**config.mk**
```make
export PLATFORM = sky130hd
export DESIGN_NAME = render_seq_ctrl_flat
export DESIGN_NICKNAME = d
export VERILOG_FILES = /design/src/rtl/render_seq_if.sv /design/src/rtl/render_seq_ctrl.sv /design/src/flat_wrapper.sv
export SDC_FILE = /design/constraint.sdc
export NUM_CORES = 1
export LEC_CHECK = 0
export BUFFER_PORTS_ARGS = -buffer_cell sky130_fd_sc_hd__buf_4
export CAP_MARGIN = 10
export CELL_PAD_IN_SITES_DETAIL_PLACEMENT = 1
export CELL_PAD_IN_SITES_GLOBAL_PLACEMENT = 2
export CORE_MARGIN = 1
export CORE_UTILIZATION = 34
export CTS_CLUSTER_SIZE = 8
export DETAILED_ROUTE_END_ITERATION = 8
export PLACE_DENSITY = 0.81
export SLEW_MARGIN = 40
export SYNTH_ARGS = -nofsm -noshare
export SYNTH_HDL_FRONTEND = slang
export SYNTH_SLANG_ARGS = --single-unit
```
**constraint.sdc**
```tcl
create_clock -name clk -period 4 [get_ports clk]
set_input_delay 0.4 -clock clk [delete_from_list [all_inputs] [get_ports clk]]
set_output_delay 0.4 -clock clk [all_outputs]
set_load 0.1 [all_outputs]
```
**src/rtl/render_seq_if.sv**
```systemverilog
// Command/status bundle between the command decoder, the render sequencer and
// the line-draw / clear / pixel-bus units.
interface render_seq_if #(
  parameter int OP_W  = 3,
  parameter int SEG_W = 3
);
  logic            render_enable;
  logic [OP_W-1:0] op;
  logic            done;
  logic            clear_done;
  logic            out_ready;
  logic            abort;

  logic             draw_enable;
  logic             set_new;
  logic             line_draw_out;
  logic             enable;
  logic             clear_enable;
  logic [SEG_W-1:0] seg_idx;
  logic             busy;
  logic             render_done;
  logic             op_err;

  modport master (
    output render_enable, op, done, clear_done, out_ready, abort,
    input  draw_enable, set_new, line_draw_out, enable, clear_enable,
           seg_idx, busy, render_done, op_err
  );

  modport slave (
    input  render_enable, op, done, clear_done, out_ready, abort,
    output draw_enable, set_new, line_draw_out, enable, clear_enable,
           seg_idx, busy, render_done, op_err
  );
endinterface

```
**src/rtl/render_seq_ctrl.sv**
```systemverilog
// Render sequencer: steps CLEAR, LINE and multi-segment POLY commands through
// the line drawer / clear unit with send backpressure, post-send wait and abort.
//
// state | meaning
// IDLE  | waiting for render_enable, op captured on start
// LOAD  | line drawer loads endpoints of seg_idx and takes one step
// STEP  | line drawer takes one step on the current segment
// SEND  | pixel write strobe held until out_ready
// WAIT  | WAIT_CYC cycles; last one decides STEP / next segment / FIN
// CSEND | clear pixel write strobe held until out_ready
// CNEXT | advance clear address
// CWAIT | WAIT_CYC cycles; last one checks clear_done
// FIN   | command finished; render_done follows next cycle
module render_seq_ctrl #(
  parameter int OP_W     = 3,
  parameter int WAIT_CYC = 2,
  parameter int POLY_SEG = 4,
  parameter int SEG_W    = 3
) (
  input  logic         clk,
  input  logic         n_rst,
  render_seq_if.slave  bus
);

  typedef enum logic [3:0] {
    IDLE, LOAD, STEP, SEND, WAIT, CSEND, CNEXT, CWAIT, FIN
  } state_t;

  localparam logic [OP_W-1:0]  OP_CLEAR  = OP_W'(0);
  localparam logic [OP_W-1:0]  OP_LINE   = OP_W'(1);
  localparam logic [OP_W-1:0]  OP_POLY   = OP_W'(2);
  localparam logic [3:0]       WAIT_LAST = 4'(WAIT_CYC - 1);
  localparam logic [SEG_W-1:0] POLY_LAST = SEG_W'(POLY_SEG - 1);

  state_t           state, state_nx;
  logic [3:0]       wait_cnt, wait_cnt_nx;
  logic [SEG_W-1:0] seg_q, seg_nx;
  logic [OP_W-1:0]  op_reg, op_reg_nx;
  logic             render_done_q, op_err_q, op_err_nx;
  logic [SEG_W-1:0] last_seg;
  logic             wait_last, abort_act;

  assign last_seg  = (op_reg == OP_POLY) ? POLY_LAST : '0;
  assign wait_last = (wait_cnt == WAIT_LAST);
  assign abort_act = bus.abort && (state != IDLE) && (state != FIN);

  assign bus.seg_idx     = seg_q;
  assign bus.busy        = (state != IDLE);
  assign bus.render_done = render_done_q;
  assign bus.op_err      = op_err_q;

  always_ff @(posedge clk) begin
    if (!n_rst) begin
      state         <= IDLE;
      wait_cnt      <= '0;
      seg_q         <= '0;
      op_reg        <= '0;
      render_done_q <= 1'b0;
      op_err_q      <= 1'b0;
    end else begin
      state         <= state_nx;
      wait_cnt      <= wait_cnt_nx;
      seg_q         <= seg_nx;
      op_reg        <= op_reg_nx;
      render_done_q <= (state == FIN);
      op_err_q      <= op_err_nx;
    end
  end

  always_comb begin
    state_nx          = state;
    wait_cnt_nx       = wait_cnt;
    seg_nx            = seg_q;
    op_reg_nx         = op_reg;
    op_err_nx         = 1'b0;
    bus.draw_enable   = 1'b0;
    bus.set_new       = 1'b0;
    bus.line_draw_out = 1'b0;
    bus.enable        = 1'b0;
    bus.clear_enable  = 1'b0;

    case (state)
      IDLE: begin
        if (bus.render_enable) begin
          op_reg_nx = bus.op;
          if (bus.op == OP_LINE || bus.op == OP_POLY) begin
            seg_nx   = '0;
            state_nx = LOAD;
          end else if (bus.op == OP_CLEAR) begin
            state_nx = CSEND;
          end else begin
            op_err_nx = 1'b1;
            state_nx  = FIN;
          end
        end
      end
      LOAD: begin
        bus.draw_enable   = 1'b1;
        bus.set_new       = 1'b1;
        bus.line_draw_out = 1'b1;
        state_nx          = SEND;
      end
      STEP: begin
        bus.draw_enable   = 1'b1;
        bus.line_draw_out = 1'b1;
        state_nx          = SEND;
      end
      SEND: begin
        bus.enable        = 1'b1;
        bus.line_draw_out = 1'b1;
        if (bus.out_ready) begin
          wait_cnt_nx = '0;
          state_nx    = WAIT;
        end
      end
      WAIT: begin
        bus.line_draw_out = 1'b1;
        if (wait_last) begin
          if (!bus.done) begin
            state_nx = STEP;
          end else if (seg_q == last_seg) begin
            state_nx = FIN;
          end else begin
            seg_nx   = seg_q + SEG_W'(1);
            state_nx = LOAD;
          end
        end else begin
          wait_cnt_nx = wait_cnt + 4'd1;
        end
      end
      CSEND: begin
        bus.enable = 1'b1;
        if (bus.out_ready) state_nx = CNEXT;
      end
      CNEXT: begin
        bus.clear_enable = 1'b1;
        wait_cnt_nx      = '0;
        state_nx         = CWAIT;
      end
      CWAIT: begin
        if (wait_last) state_nx = bus.clear_done ? FIN : CSEND;
        else           wait_cnt_nx = wait_cnt + 4'd1;
      end
      FIN:     state_nx = IDLE;
      default: state_nx = IDLE;
    endcase

    // Abort wins over out_ready/done and silences this cycle's strobes.
    if (abort_act) begin
      bus.draw_enable  = 1'b0;
      bus.set_new      = 1'b0;
      bus.enable       = 1'b0;
      bus.clear_enable = 1'b0;
      state_nx         = FIN;
    end
  end

endmodule

```
**src/flat_wrapper.sv**
```systemverilog
// flat-port wrapper written by rule: the top's interface ports become plain ports
module render_seq_ctrl_flat 
#(
  parameter int OP_W     = 3,
  parameter int WAIT_CYC = 2,
  parameter int POLY_SEG = 4,
  parameter int SEG_W    = 3
)
  (clk, n_rst, bus_render_enable, bus_op, bus_done, bus_clear_done, bus_out_ready, bus_abort, bus_draw_enable, bus_set_new, bus_line_draw_out, bus_enable, bus_clear_enable, bus_seg_idx, bus_busy, bus_render_done, bus_op_err);
  render_seq_if #(.OP_W(OP_W), .SEG_W(SEG_W)) bus_i ();
  input  logic clk;
  input  logic n_rst;
  input wire logic [$bits(bus_i.render_enable)-1:0] bus_render_enable;
  input wire logic [$bits(bus_i.op)-1:0] bus_op;
  input wire logic [$bits(bus_i.done)-1:0] bus_done;
  input wire logic [$bits(bus_i.clear_done)-1:0] bus_clear_done;
  input wire logic [$bits(bus_i.out_ready)-1:0] bus_out_ready;
  input wire logic [$bits(bus_i.abort)-1:0] bus_abort;
  output wire logic [$bits(bus_i.draw_enable)-1:0] bus_draw_enable;
  output wire logic [$bits(bus_i.set_new)-1:0] bus_set_new;
  output wire logic [$bits(bus_i.line_draw_out)-1:0] bus_line_draw_out;
  output wire logic [$bits(bus_i.enable)-1:0] bus_enable;
  output wire logic [$bits(bus_i.clear_enable)-1:0] bus_clear_enable;
  output wire logic [$bits(bus_i.seg_idx)-1:0] bus_seg_idx;
  output wire logic [$bits(bus_i.busy)-1:0] bus_busy;
  output wire logic [$bits(bus_i.render_done)-1:0] bus_render_done;
  output wire logic [$bits(bus_i.op_err)-1:0] bus_op_err;
  assign bus_i.render_enable = bus_render_enable;
  assign bus_i.op = bus_op;
  assign bus_i.done = bus_done;
  assign bus_i.clear_done = bus_clear_done;
  assign bus_i.out_ready = bus_out_ready;
  assign bus_i.abort = bus_abort;
  assign bus_draw_enable = bus_i.draw_enable;
  assign bus_set_new = bus_i.set_new;
  assign bus_line_draw_out = bus_i.line_draw_out;
  assign bus_enable = bus_i.enable;
  assign bus_clear_enable = bus_i.clear_enable;
  assign bus_seg_idx = bus_i.seg_idx;
  assign bus_busy = bus_i.busy;
  assign bus_render_done = bus_i.render_done;
  assign bus_op_err = bus_i.op_err;
  render_seq_ctrl #(.OP_W(OP_W), .WAIT_CYC(WAIT_CYC), .POLY_SEG(POLY_SEG), .SEG_W(SEG_W)) u_core (.clk(clk), .n_rst(n_rst), .bus(bus_i));
endmodule
```
# ---- Yosys cells after proc, flatten, opt, wreduce, memory -nomap -nowiden
# Index checks and enable logic that the tools add are counted.
dict set report totals {
  register_bits 16
  output_inout_bits 11
  word_cells 91
}
dict set report op_classes {
  add_sub_neg 2
  eq_ne 28
  n_mux 32
  bitwise_logic 3
  reduce_logical 19
}
# operator count
set ops {}
lappend ops {{two-way mux 4 bit} 13}
lappend ops {{one-hot mux 4 bit (7 select lines)} 1}
lappend ops {{== test 4 x 3 -> 1 bit, second input constant} 4}
lappend ops {{two-way mux 3 bit} 5}
lappend ops {{inequality test 2 bit, second input constant} 6}
lappend ops {{one-hot mux 4 bit (3 select lines)} 1}
lappend ops {{two-way mux 1 bit} 10}
lappend ops {{AND reduction 5 bit} 2}
lappend ops {{inequality test 3 x 2 -> 1 bit, second input constant} 3}
lappend ops {{== test 4 x 1 -> 1 bit, second input constant} 2}
lappend ops {{== test 4 x 2 -> 1 bit, second input constant} 2}
lappend ops {{OR reduction 2 bit} 4}
lappend ops {{OR reduction 4 bit} 2}
lappend ops {{== test 3 x 2 -> 1 bit, second input constant} 2}
lappend ops {{inequality test 2 x 1 -> 1 bit, second input constant} 3}
lappend ops {{inequality test 3 x 1 -> 1 bit, second input constant} 2}
lappend ops {{one-hot mux 3 bit (2 select lines)} 1}
lappend ops {{AND reduction 6 bit} 1}
lappend ops {{adder 4 x 1 -> 4 bit, second input constant} 1}
lappend ops {{== test 4 bit, second input constant} 1}
lappend ops {{zero test 4 bit} 1}
lappend ops {{inequality test 4 bit, second input constant} 1}
lappend ops {{nonzero test 4 bit} 1}
lappend ops {{adder 3 x 1 -> 3 bit, second input constant} 1}
lappend ops {{other kinds (11)} 14}

# ---- Longest topological paths before layout
dict set report depth {
  ltp_word 8
  mapped_depth 7
  mapped_depth_nobuf 7
}

# ---- Worst setup path after synthesis
# OpenSTA, ideal clock, no wires.
dict set report synth_timing {
  path_kind {register to output}
  start {reg u_core.state[2]}
  end {out bus_enable}
  t_arrival_ns 3.835
  required_ns 3.600
  setup_slack_ns -0.235
  path_stages_with_launch 4
  cell_sequence {dfxtp_1 buf_2 xnor2_1 nor4b_1}
}
dict set report synth_via {
  elab_chain_len 4
  word_cells_on_any_way 9
  classes_between {eq/ne: 3; mux: 2; reduce/logical: 4}
}
# element line_no
set synth_lines {}
lappend synth_lines {{start: declaration} render_seq_ctrl.sv:35} ;# state_t state, state_nx;
lappend synth_lines {{start signal: assignment} render_seq_ctrl.sv:61} ;# state <= state_nx;
lappend synth_lines {{== test 4 x 2 -> 1 bit (tied with other cells)} render_seq_ctrl.sv:82} ;# case (state)
lappend synth_lines {{OR reduction 2 bit (no source line) / logical AND 1 bit (equally long branches)} -}
lappend synth_lines {{two-way mux 1 bit / logical AND 1 bit (equally long branches)} {render_seq_ctrl.sv:82, render_seq_ctrl.sv:45}}
lappend synth_lines {{two-way mux 1 bit (*)} render_seq_ctrl.sv:149} ;# if (abort_act) begin
lappend synth_lines {{end: declaration} flat_wrapper.sv:22} ;# output wire logic [$bits(bus_i.enable)-1:0] bus_enable;
# Every way passes the cells marked *; elsewhere a longest branch is shown, timed or not.

# ---- Worst setup path in the final report
dict set report layout_timing {
  start {reg u_core.state[2]}
  end {out bus_clear_enable}
}
dict set report layout_via {
  elab_chain_len 4
  word_cells_on_any_way 7
  classes_between {eq/ne: 2; mux: 2; reduce/logical: 3}
}
# element line_no
set layout_lines {}
lappend layout_lines {{nonzero test 4 bit} render_seq_ctrl.sv:45} ;# assign abort_act = bus.abort && (state != IDLE) && (state != FIN);
lappend layout_lines {{logical AND 1 bit (2 in a row)} render_seq_ctrl.sv:45}
lappend layout_lines {{two-way mux 1 bit (*)} render_seq_ctrl.sv:149}
lappend layout_lines {{end: declaration} flat_wrapper.sv:23} ;# output wire logic [$bits(bus_i.clear_enable)-1:0] bus_clear_enable;
# Marked as above.

==> results.txt <==
Broken down by cell family, the worst path's largest delay share belongs to flip-flops. The area growth from synthesis to layout is 19.95%. The starting utilization of the core area is 35.62%. The fraction of layout cells with a size suffix above 1 is 22.52%. The worst setup path is captured at an output pin. The clock network accounts for 15.5% of the total power. In this run the cell area measured after placement is 1257 um2.

The switching share of power came out at 52.98%. The post-cts gate resize count is 0. The post-placement worst setup slack is 1.985 ns. The required time reported for the critical path endpoint is 3.60 ns.

The footprint of the flip-flops and latches came out at 320.3 um2. Data arrives at the worst endpoint at 1.86 ns. In this run the clock root is driven by a sky130_fd_sc_hd__clkbuf_4. The fmax is 443.2 MHz. After clock tree synthesis, the clock-pin slew on the worst setup and hold paths is 0.11 ns. The number of enable flip-flop cells after synthesis came out at 0. The number of instances in the synthesized netlist came out at 132. The worst supply voltage drop on vdd is 0.0003474 V. The highest cell delay on the worst timing path is 0.72 ns.

Of all cell types, the one taking the most synthesized area is sky130_fd_sc_hd__dfxtp_1. The number of slew-limit violations in the final report is 0. In this run the static leakage power is 0.4991 nW. The remaining number of nets flagged by the antenna check after routing is 0.

The fraction of post-synthesis cell area in the top cell type by area is 29.70%. Setup violations remaining at the end of the flow were counted as 0. The combined area of all synthesized cells came out at 1079 um2. The die covers 3401 um2. The total nets after synthesis is 145. In this run the mean area of a mapped cell was 8.171 um2.

The count of inserted antenna diode cells came out at 0. The global placement routability congestion came out at 0.8643. The via count of the first global-routing pass is 1017. The die is 58.32 um tall. The total of max-cap violations came out at 0.

In the routed design, unresolved DRC markers number 1. Leaving out fill and tap cells, the most frequent cell in the layout is sky130_fd_sc_hd__buf_4. The distinct cell type count after synthesis came out at 46.

The final setup TNS came out at 0 ns. Leaving out fill and tap cells, the most frequent cells in the layout are 20 x sky130_fd_sc_hd__buf_4, 16 x sky130_fd_sc_hd__dfxtp_1, 12 x sky130_fd_sc_hd__nand2_1, 10 x sky130_fd_sc_hd__nand3_1, 9 x sky130_fd_sc_hd__nor2_1. The run finished, with violations left.

The initial antenna violation count was 0. For this run, the leading register cell type out of synthesis is sky130_fd_sc_hd__dfxtp_1. Buffers inserted during clock tree synthesis total 3.

Per report_power, the sequential group accounts for 29.9% of the total. CTS built an H-tree with a depth of 1. The sequential share of the synthesized area is 29.70%. The global-route wire length before repair came out at 5.154 mm. The final layout net count came out at 165. The total clock sinks is 16. The largest registers in the layout are u_core.state x4, u_core.wait_cnt x4. The combined global-route utilization of all metal layers is 20.28%.

The maximum fanout count along the critical path came out at 16. The number of hold buffers added after cts came out at 0. The power density relative to cell area came out at 577.2 nW/um2. The number of buffers added for setup after CTS came out at 0. The worst-path cell with the longest stage delay is sky130_fd_sc_hd__dfxtp_1.

The post-detailed-routing wire length is 2.959 mm. The kind of start point of the critical path is a flip-flop. The number of buffers inserted by port buffering came out at 20. The type of the worst setup path is flip-flop to output pin. The area of the core is 3028 um2. Counting along the longest clock path gives a buffer depth of 2.

The buffer and inverter count on the worst path came out at 1. The fraction of the cycle the final worst path needs is 56.40%. The relative contribution of combinational cells to total power came out at 54.6%. The final critical-path required period is 2.256 ns.

The number of synthesized register bits is 16. The cell-internal power came out at 0.3511 mW. The fill cell instance count of the final layout is 376. The detailed-route vias per instance came out at 5.364. The final HPWL from detailed placement came out at 2.309 mm. The hold violation count in the final report is 0. The power dissipated by switching net loads is 0.3956 mW.

Traced cell by cell, the critical path runs through nand2b_1 -> nor3_1 -> buf_4. The maximum number of pins on one net before global-route repair is 17. The total global routing overflow came out at 0.

The fraction of registers with async set or reset after synthesis is 0%. On the final layout, the worst clock skew is 0.01300 ns. The CTS tree is built. Setup repair after global routing left no endpoint under its margin. The first TritonRoute pass finished after 6 iterations. The area of the multi-input gates came out at 705.7 um2. The area of all placed cells without fillers came out at 1294 um2. The measured slew at the worst slew-check pin came out at 0.5957 ns. The checks that failed: design-rule violations. 21 I/O pins were placed. The class of the tightest hold or removal check is primary input to flip-flop. The standard-cell row count is 20. The post-route worst setup slack is 1.744 ns. The first routing iteration left 30 violations.

The normalized max-slew margin is 60.23%. Yosys printed 0 warnings. Yosys attributes the largest share of cell area to sky130_fd_sc_hd__dfxtp_1 30%, sky130_fd_sc_hd__nand3_1 4.6%, sky130_fd_sc_hd__nand2_1 4.2%, sky130_fd_sc_hd__xnor2_1 4.1%, sky130_fd_sc_hd__mux2i_1 3.7%. The routed length per placed instance came out at 15.17 um. The horizontal extent of the die is 58.32 um. Detailed routing inserted a total of 1046 vias.

The clock reaches the later pin of the worst-skew pair after 0.31 ns. The power consumption is 0.7468 mW.
## power by group through the flow
stage          Sequential, mW  Combinational [mW]  Clock (mW)
6_report                0.223               0.408       0.116
2_1_floorplan           0.240               0.313           0
5_1_grt                 0.228               0.439       0.127
3_3_place_gp            0.226               0.405           0
3_5_place_dp            0.228               0.407           0
4_1_cts                 0.223               0.409       0.121
## path summary, 6_finish.rpt
| path | from | endpoint | slack, ns | cells past startpoint |
|---|---|---|---|---|
| max | u_core.state[2] | bus_clear_enable | 1.74 | 3 |
| min | bus_op[2] | u_core.op_reg[2] | 0.37 | 3 |
| max reg2reg | u_core.state[1] | u_core.state[1] | 1.95 | 5 |
| min reg2reg | u_core.op_reg[1] | u_core.op_reg[1] | 0.46 | 2 |
## Yosys cell counts (3+ instances only)
master	count
sky130_fd_sc_hd__o22ai_1	3
sky130_fd_sc_hd__ha_1	3
sky130_fd_sc_hd__nor2_1	9
sky130_fd_sc_hd__nor4_1	3
sky130_fd_sc_hd__nand2b_1	4
sky130_fd_sc_hd__inv_1	5
sky130_fd_sc_hd__mux2i_1	4
sky130_fd_sc_hd__o21ai_0	3
sky130_fd_sc_hd__nand2_1	12
sky130_fd_sc_hd__dfxtp_1	16
sky130_fd_sc_hd__a31oi_1	4
sky130_fd_sc_hd__a211oi_1	3
sky130_fd_sc_hd__nor3_1	6
sky130_fd_sc_hd__a21oi_1	7
sky130_fd_sc_hd__nand3_1	10
sky130_fd_sc_hd__xnor2_1	5
## stage by stage
step	hold WS, ns	util [%]	cells
floorplan	0.4315	-	132
global placement	0.4405	41.53	191
finish	0.3689	42.73	195
global route	0.3717	42.73	195
detailed placement	0.4520	41.53	191
CTS	0.3622	42.73	195
## worst min-delay path: cells and delay by family
kind / cells / cell delay, ns
buffers and inverters: 1 / 0.12
and+or+nand+nor: 1 / 0.06
AOI/OAI and AO/OA: 1 / 0.05
## layout make-up
type	count	share of cell area, %
inverter	7	2.031
tap	44	4.255
sequential	16	24.76
clock buffer	4	2.805
multi-input combinational	104	54.55
timing repair buffer	20	11.61
## cell families after synthesis
family,after synthesis,share of synthesized area (%)
AOI/OAI and AO/OA,33,23.43
and+or+nand+nor,58,29.35
xor gates and xnor gates,6,4.872
DFF,16,29.70
adders and majority gates,3,3.481
muxes,4,3.712
buffers and inverters,12,5.452
## routing by layer
layer	track usage, %	share of wire, %	routed length [um]	vias to the layer above
li1	-	-	-	522
met5	0	0	0	-
met3	5.275	4.6	136	4
met2	30.71	45	1325	22
met4	6.463	1.2	36	0
met1	28.26	49	1461	498
Note: power is estimated with default switching activity, not from simulation.
